===== src/rtl/ext_pkg.sv =====
// Shared types for the immediate-extension pipeline stage.
// Extension modes and the output buffer depth.
package ext_pkg;

   typedef enum logic [1:0] {
      EXT_SIGN   = 2'b00,
      EXT_ZERO   = 2'b01,
      EXT_UPPER  = 2'b10,
      EXT_BRANCH = 2'b11
   } ext_mode_t;

   localparam int BUF_DEPTH = 2;

endpackage


===== src/rtl/ext_core.sv =====
// Combinational immediate extension.
// Produces the sign, zero, load-upper or branch-offset form of an immediate.
module ext_core
   import ext_pkg::*;
#(
   parameter int IN_W  = 16,
   parameter int OUT_W = 32
) (
   input  logic [IN_W-1:0]  imm,
   input  ext_mode_t        mode,
   output logic [OUT_W-1:0] result
);

   logic [OUT_W-1:0] sext;
   logic [OUT_W-1:0] zext;
   logic [OUT_W-1:0] upper;
   logic [OUT_W-1:0] branch;

   assign sext   = {{(OUT_W-IN_W){imm[IN_W-1]}}, imm};
   assign zext   = {{(OUT_W-IN_W){1'b0}}, imm};
   assign upper  = {imm, {(OUT_W-IN_W){1'b0}}};
   // Word offset: the two top sign copies fall off the end
   assign branch = {sext[OUT_W-3:0], 2'b00};

   always_comb begin
      result = '0;
      unique case (mode)
         EXT_SIGN:   result = sext;
         EXT_ZERO:   result = zext;
         EXT_UPPER:  result = upper;
         EXT_BRANCH: result = branch;
      endcase
   end

endmodule


===== src/rtl/imm_extend_pipe.sv =====
// Pipelined immediate extender with a 2-entry output FIFO.
// in_ready depends only on the registered count, never on out_ready.
module imm_extend_pipe
   import ext_pkg::*;
#(
   parameter int IN_W  = 16,
   parameter int OUT_W = 32,
   parameter int TAG_W = 5
) (
   input  logic             clk,
   input  logic             rst_n,
   input  logic             in_valid,
   output logic             in_ready,
   input  logic [IN_W-1:0]  in_imm,
   input  ext_mode_t        in_mode,
   input  logic [TAG_W-1:0] in_tag,
   output logic             out_valid,
   input  logic             out_ready,
   output logic [OUT_W-1:0] out_data,
   output logic [TAG_W-1:0] out_tag
);

   if (IN_W < 2 || OUT_W < IN_W + 2) begin : g_bad_width
      $error("imm_extend_pipe: need IN_W >= 2 and OUT_W >= IN_W+2");
   end

   logic [OUT_W-1:0] buf_data [BUF_DEPTH];
   logic [TAG_W-1:0] buf_tag  [BUF_DEPTH];
   logic             head;
   logic             tail;
   logic [1:0]       count;
   logic [OUT_W-1:0] result;
   logic             push;
   logic             pop;

   ext_core #(
      .IN_W  (IN_W),
      .OUT_W (OUT_W)
   ) u_core (
      .imm    (in_imm),
      .mode   (in_mode),
      .result (result)
   );

   assign in_ready  = (count < 2'(BUF_DEPTH));
   assign out_valid = (count != 2'd0);
   assign out_data  = buf_data[head];
   assign out_tag   = buf_tag[head];
   assign push      = in_valid && in_ready;
   assign pop       = out_valid && out_ready;

   always_ff @(posedge clk) begin
      if (!rst_n) begin
         head  <= 1'b0;
         tail  <= 1'b0;
         count <= 2'd0;
         for (int i = 0; i < BUF_DEPTH; i++) begin
            buf_data[i] <= '0;
            buf_tag[i]  <= '0;
         end
      end else begin
         if (push) begin
            buf_data[tail] <= result;
            buf_tag[tail]  <= in_tag;
            tail           <= ~tail;
         end
         if (pop) begin
            head <= ~head;
         end
         count <= count + 2'(push) - 2'(pop);
      end
   end

endmodule


===== config.mk =====
export PLATFORM = sky130hd
export DESIGN_NAME = imm_extend_pipe
export DESIGN_NICKNAME = d
export VERILOG_FILES = /design/src/rtl/ext_pkg.sv /design/src/rtl/ext_core.sv /design/src/rtl/imm_extend_pipe.sv
export SDC_FILE = /design/constraint.sdc
export NUM_CORES = 1
export LEC_CHECK = 0
export ABC_AREA = 1
export CAP_MARGIN = 40
export CORE_AREA = 2 2 129 131
export DETAILED_ROUTE_END_ITERATION = 10
export DIE_AREA = 0 0 131 133
export GPL_TIMING_DRIVEN = 0
export MAX_ROUTING_LAYER = met4
export PLACE_DENSITY = 0.47
export REMOVE_ABC_BUFFERS = 1
export SYNTH_ARGS = -nofsm -noshare
export SYNTH_HDL_FRONTEND = slang
export SYNTH_HIERARCHICAL = 1
export SYNTH_SLANG_ARGS = --single-unit

===== constraint.sdc =====
create_clock -name clk -period 5.8 [get_ports clk]
set_clock_uncertainty 0.05 [all_clocks]
set_input_delay 0.87 -clock clk [delete_from_list [all_inputs] [get_ports clk]]
set_output_delay 0.87 -clock clk [all_outputs]
set_load 0.03 [all_outputs]

======== After elaboration in Yosys (flattened, before gate mapping) ========
Memory sizes are Yosys's and may differ from the RTL's. A register that Yosys moved wholly into a read port is not among the register bits.
Cells that the tools add are included.
cells by class
  add/sub/neg operators ................... 2
  $lt $le $gt $ge ......................... 1
  equal/unequal tests ..................... 3
  mux-type cells .......................... 15
  bitwise gates (word level) .............. 2
  reductions and logical operators ........ 6
operators with widths
  cell                                                                   count
  32-bit case mux with 4 select lines                                    1
  32-bit two-way mux                                                     1
  32-bit OR reduction                                                    1
  1-bit two-way mux                                                      12
  5-bit two-way mux                                                      1
  5-bit OR reduction                                                     1
  2-bit equality test, second input constant                             2
  2-bit by 1-bit adder with 2-bit output                                 1
  2-bit by 1-bit equality test with 1-bit output, second input constant  1
  1-bit logical AND                                                      2
  2-bit zero test                                                        1
  2-bit < comparator, second input constant                              1
  1-bit inverter                                                         2
  2-bit nonzero test                                                     1
  2-bit by 1-bit subtractor with 2-bit output                            1
word-level totals
  register bits after elaboration ......... 4
  memory bits (writable) .................. 74
  bits of input ports ..................... 27
  output and inout port bits .............. 39
  word-level logic and storage cells ...... 34
  memories kept ........................... 2
memory list
  memory    words  bits a word  read ports  clocked after memory_dff  wr ports  RTL line               text
  buf_data  2      32           1           1                         2         imm_extend_pipe.sv:27  logic [OUT_W-1:0] buf_data [BUF_DEPTH];
  buf_tag   2      5            1           1                         2         imm_extend_pipe.sv:28  logic [TAG_W-1:0] buf_tag [BUF_DEPTH];

======== Logic depth before layout (Yosys ltp) ========
Gate-level depths: netlist of the first run.
  depth in word-level cells ............... 7
  mapped depth ............................ 9
  depth with buffers taken out ............ 9

======== By module ========
The synthesis of the first run kept the hierarchy.
modules (own cells, without submodules)
  module           times used  cells each  area an instance (µm²)
  imm_extend_pipe  1           268         3,463.3
  ext_core         1           89          504.2

======== Worst setup path after synthesis of the first run ========
OpenSTA, ideal clock, no wires.
  path type ............................... input -> register
  start point ............................. input port rst_n
  end point ............................... memory buf_data[1][0] (enable)
  library setup time ...................... 0.395 ns
  data arrival time ....................... 2.224 ns
  required time ........................... 5.355 ns
  setup slack ............................. 3.131 ns
  cell stages on the path ................. 5
  path buffers ............................ 3
  path through ............................ buf_4 nand4_1 buf_2 buf_6 nand2_1
RTL lines
  item         RTL line               text
  from (decl)  imm_extend_pipe.sv:11  input logic rst_n,
  to (decl)    imm_extend_pipe.sv:27

==> impl_metrics.yaml, run 1 <==
synth:
  synth_sequential_area_ratio_pct: 58.5
  syn_area_per_cell_sq_um: 11.1
  synth_top_area_cell: "edfxtp_1"
  async_flop_share_pct: 0
  synth_edf_count: 74
  synth.distinct_cells: 22
  synthAdderAreaFrac_pct: 0.315
  synthMuxAreaShare_pct: 10.5
  synth_top_area_share_pct: 56.0
  yosysWarningCount: 6
  synthCells: 357
  yosys_most_used_dff: "edfxtp_1"
  synth_compound_area_share_pct: 1.51
  ys_seq_elements: 79
  syn_area_sq_um: 3970
  synth_area_leaders: "edfxtp_1 (56%), mux2_2 (11%), nor2_1 (6.5%), inv_1 (4.5%), nand3_1 (3.9%)"
  yosys.area_share.simple_pct: 19.7
  synth_xor_area_share_pct: 0.221
  synth_top_family_by_area: "simple AND/OR/NAND/NOR gates"
setup_path:
  critical_path_class: "reg -> out"
  crit_path_max_fanout: 22
  required_ns: 4.88
  worst_setup_path_start_kind: "register"
  cp_data_arrival_time_ns: 2.18
  end_kind: "primary output"
global_route:
  antenna_found_initial: 0
  grt_pass1_vias: 2793
  grt_pass1_wl_microns: 14600
  grt_max_degree: 27
  grt_overflow: 0
  grtUsageTotal_pct: 11.6
die:
  ios: 66
  die_h_microns: 133
  die-width_microns: 131
  dieArea_sq_um: 17400
  num_rows: 47
  start_util_pct: 24.5
  core_area_sq_um: 16200
clock_tree:
  cts.sinks: 79
  cts_root_buffer: "clkbuf_16"
  path_clk_slew_ns: 0.06
  cts_buffers: 9
  clk_latency_ns: 0.34
  cts-resized-gates: 0
  cts_tree: "built"
  post_cts_buffers: 0
  cts_hold_buf: 0
  clockBufferDepth: 2
  htreeDepth: 3
route:
  vias: 2669
  drtAntennaViolNets: 0
  vias_per_cell: 4.14
  route.detailed.drc: 0
  wl_per_cell_microns: 14.3
  drt-total-wl_microns: 9190
  drt_iter0_drc: 165
  first_pass_iters: 4
power:
  swShare_pct: 31.4
  p_sw_mw: 0.586
  clockPowerShare_pct: 29.6
  total_power_mw: 1.86
  peakVddDrop_mv: 0.176
  p_per_area_nw_per_um2: 363
  p_int_mw: 1.28
  leakage_nw: 2.06
  p_comb_share_pct: 31.2
  p_seq_share_pct: 39.2
timing:
  min_period_ns: 3.10
  setup_ws_ns: 2.70
  relSlewSlack_pct: 58.8
  tightest_slew_ns: 0.615
  drv_slew: 0
  hold_viol: 0
  max_freq_mhz: 323
  rsz0062_at_grt: "no"
  hold_ws_ns: 0.421
  tns_ns: 0
  min_period_over_period_pct: 53.4
  setup_viol: 0
status:
  status: "finished clean"
layout:
  final_core_util_pct: 31.8
  fin_nets: 447
  drive_gt1_share_pct: 21.5
  fillers: 1661
  antennaDiodeCount: 0
  register_area_sq_um: 2320
  syn2layout_area_growth_pct: 29.5
  final_common_cell: "edfxtp_1"
  final_cell_mix: "edfxtp_1 (74), nor2_1 (69), clkdlybuf4s50_1 (65), inv_1 (48), mux2_2 (37)"
  stdcell_area_sq_um: 5140
  multi_input_area_sq_um: 1280
  fin_cells: 644
placed_design:
  dpl_cell_area_sq_um: 4850
  place.gp.congestion: 0.733
  dpl.hpwl_microns: 6370
  place_ws_ns: 2.68
  io_buffers: 65
  placedCellCount: 628
worst_hold_path:
  holdCritPathClass: "reg -> reg"
run:
  max_cap_viol_count: 0
power groups by stage:
stage	Clock (mW)	Sequential [mW]	Combinational [mW]
final	0.551	0.731	0.582
after CTS	0.565	0.734	0.597
after global placement	0	0.763	0.555
after floorplan	0	0.744	0.342
after global routing	0.589	0.740	0.628
after detailed placement	0	0.746	0.594
kinds of logic after synthesis:
kind of cell / after synthesis
xor gates and xnor gates: 1
AOI/OAI and AO/OA: 12
buffers and inverters: 72
and+or+nand+nor: 155
adders and majority gates: 1
DFF: 79
muxes: 37
sequential cells by signal (all words and copies together), names as in the netlist, named ones only:
name / flops
buf_tag: 10
count: 2
buf_data: 64
tail: 1
head: 1
cells in the mapped netlist, types with 2 or more instances:
cell type  number
nand2_2         3
nor2_4          8
buf_2          10
nand2_1        27
o21ai_0         9
edfxtp_1       74
mux2_2         37
nand3_2        12
buf_4           4
nor2_2          2
nand3_1        31
a21oi_1         3
nor2_1         69
buf_6           7
inv_2           2
inv_1          48
nand4_1         2
dfxtp_1         5
worst paths after layout:
path	start	endpoint	slack [ns]	cells past startpoint
worst min-delay path	head	register	0.42	2
worst max register to register	count[1]	buf_data[0][26]	3.80	6
worst min register to register	head	register	0.42	2
worst max-delay path	register	out_data[31]	2.70	3
per-layer routing:
metal / share of wire, % / track usage, %
met2: 47 / 17.7
met5: 0 / -
met4: 1.2 / 3.37
met1: 47 / 15.0
met3: 4.9 / 3.19
critical path: stages, from the launching register on:
cell and delay, ns:
dfxtp_2 0.61, buf_12 0.24, mux2_2 0.37, clkdlybuf4s50_1 0.60
cell type report:
cell class                 instances  share of cell area, %
clock buffer                       9                   4.38
clock inverter                     7                   1.24
inverter                          50                   3.65
multi-input combinational        206                   25.0
sequential                        79                   45.2
tap                              220                   5.36
timing repair buffer              73                   15.2
Power figures use the tool's default switching activity.
==> inputs of run 2 (changes only) <==
--- a/config.mk
+++ b/config.mk
@@ -12,7 +12,7 @@
 export DIE_AREA = 0 0 131 133
 export GPL_TIMING_DRIVEN = 0
 export MAX_ROUTING_LAYER = met4
-export PLACE_DENSITY = 0.47
+export PLACE_DENSITY = 0.49
 export REMOVE_ABC_BUFFERS = 1
 export SYNTH_ARGS = -nofsm -noshare
 export SYNTH_HDL_FRONTEND = slang
==> constraint.sdc (replaced) <==
create_clock -name clk -period 2.65 [get_ports clk]
set_clock_uncertainty 0.05 [all_clocks]
set_input_delay 0.3975 -clock clk [delete_from_list [all_inputs] [get_ports clk]]
set_output_delay 0.3975 -clock clk [all_outputs]
set_load 0.03 [all_outputs]
==> impl_metrics.yaml, run 2 (synthesized netlist as in run 1, its figures left out) <==
status:
  status: "finished clean"
clock_tree:
  cts_buffers: 9
  clockBufferDepth: 2
  cts_root_buffer: "clkbuf_16"
  cts_hold_buf: 0
  cts-resized-gates: 1
  clk_latency_ns: 0.33
  cts.sinks: 79
  path_clk_slew_ns: 0.06
  post_cts_buffers: 0
  htreeDepth: 3
  cts_tree: "built"
layout:
  fillers: 1663
  reg_top3: "buf_data (64), buf_tag (10), count (2)"
  syn2layout_area_growth_pct: 30.1
  fin_nets: 446
  largest-register: "buf_data"
  final_common_cell: "edfxtp_1"
  stdcell_area_sq_um: 5160
  drive_gt1_share_pct: 20.6
  largest_reg_flops: 64
  final_cell_mix: "edfxtp_1 (74), nor2_1 (69), clkdlybuf4s50_1 (65), inv_1 (48), mux2_2 (37)"
  antennaDiodeCount: 0
  final_core_util_pct: 31.9
worst_hold_path:
  hold_start: "head"
  holdCritPathClass: "reg -> reg"
  holdPathStages: 2
global_route:
  grt_pass1_wl_microns: 14700
  grt_max_degree: 24
  grtUsageTotal_pct: 11.6
  grt_overflow: 0
  grt_pass1_vias: 2816
  antenna_found_initial: 0
route:
  vias: 2647
  first_pass_iters: 4
  drtAntennaViolNets: 0
  drt_iter0_drc: 172
  vias_per_cell: 4.12
  drt-total-wl_microns: 9170
  route.detailed.drc: 0
  wl_per_cell_microns: 14.3
power:
  total_power_mw: 4.17
  p_per_area_nw_per_um2: 807
  peakVddDrop_mv: 0.348
  leakage_nw: 2.07
setup_path:
  critical_path_class: "reg -> out"
  required_ns: 2.20
  regToRegStartpoint: "count[1]"
  reg2regPathDepth: 7
  crit_path_max_fanout: 22
  ff2ff_setup_slack_ns: 0.46
  end_kind: "primary output"
  cpMaxStageDelayCell: "clkdlybuf4s50_1"
  cp_data_arrival_time_ns: 2.06
  worst_setup_path_start_kind: "register"
  cp_slowest_stage_delay_ns: 0.60
  path_cells: "buf_12, mux2_2, clkdlybuf4s50_1"
  timing.rr.end: "buf_data[0][19]"
die:
  die-width_microns: 131
  num_rows: 47
  ios: 66
  core_area_sq_um: 16200
  start_util_pct: 24.5
  die_h_microns: 133
  dieArea_sq_um: 17400
timing:
  min_period_over_period_pct: 94.8
  max_freq_mhz: 398
  min_period_ns: 2.51
  drv_slew: 0
  tightest_slew_ns: 0.675
  hold_viol: 0
  setup_viol: 0
  rsz0062_at_grt: "no"
  relSlewSlack_pct: 54.9
placed_design:
  place.gp.congestion: 0.711
  dpl.hpwl_microns: 6340
  io_buffers: 65
  dpl_cell_area_sq_um: 4850
run:
  max_cap_viol_count: 0
run 2: changes by cell type in the layout (fill, tap and decap cells not counted):
cell        change
nand2_4         +1
clkinvlp_4      -2
buf_8           +1
nand2_2         -1
buf_6           -2
clkbuf_1        +2
clkinv_2        -2
clkinv_1        +1
dfxtp_4         +1
buf_12          -1
dfxtp_2         -1
bufinv_16       +1
buf_16          +1
run 2: worst max path at each step:
stage | cells past startpoint | to | from
floorplan | 3 | buf_data[1][0] | count[1]
global placement | 3 | buf_tag[1][1] | rst_n
detailed placement | 4 | buf_tag[1][1] | rst_n
CTS | 4 | buf_data[1][19] | rst_n
global route | 4 | buf_tag[1][1] | rst_n
finish | 3 | out_data[31] | register
run 2: layout make-up:
| cell class | count | area, sq um | area share [%] |
|---|---|---|---|
| Multi-Input combinational cell | 206 | 1290 | 25.0 |
| Timing Repair Buffer | 72 | 779 | 15.1 |
| Tap cell | 220 | 275 | 5.33 |
| Inverter | 50 | 188 | 3.64 |
| Sequential cell | 79 | 2330 | 45.1 |
| Clock inverter | 5 | 72.6 | 1.41 |
| Clock buffer | 11 | 233 | 4.51 |
run 2: routing by layer:
layer,share of wire (%),GRT usage (%),vias to the layer above
li1,-,-,1305
met3,4.4,3.11,7
met1,47,14.9,1275
met4,0.64,3.01,0
met5,0,-,-
met2,48,18.0,60
run 2: report_power, final:
part	internal, mW	leakage [nW]	switching (mW)
logic	0.547	1.10	0.732
clock network	0.817	0.149	0.469
registers	1.53	0.816	0.0689
run 2: worst max-delay path, delay by kind of cell, from the launching register on:
| kind | cells | cell delay (ns) |
|---|---|---|
| muxes | 1 | 0.39 |
| DFF | 1 | 0.51 |
| buffers and inverters | 2 | 0.83 |
run 2: stage by stage:
stage / hold WS, ns / std cells / setup TNS, ns / setup slack [ns]
floorplan: 0.397 / 335 / -10.47 / -0.283
global placement: 0.408 / 620 / -208.26 / -2.72
detailed placement: 0.422 / 627 / -11.60 / -0.327
CTS: 0.430 / 643 / 0 / 0.0401
global route: 0.471 / 643 / 0 / 0.0369
finish: 0.430 / 643 / 0 / 0.139
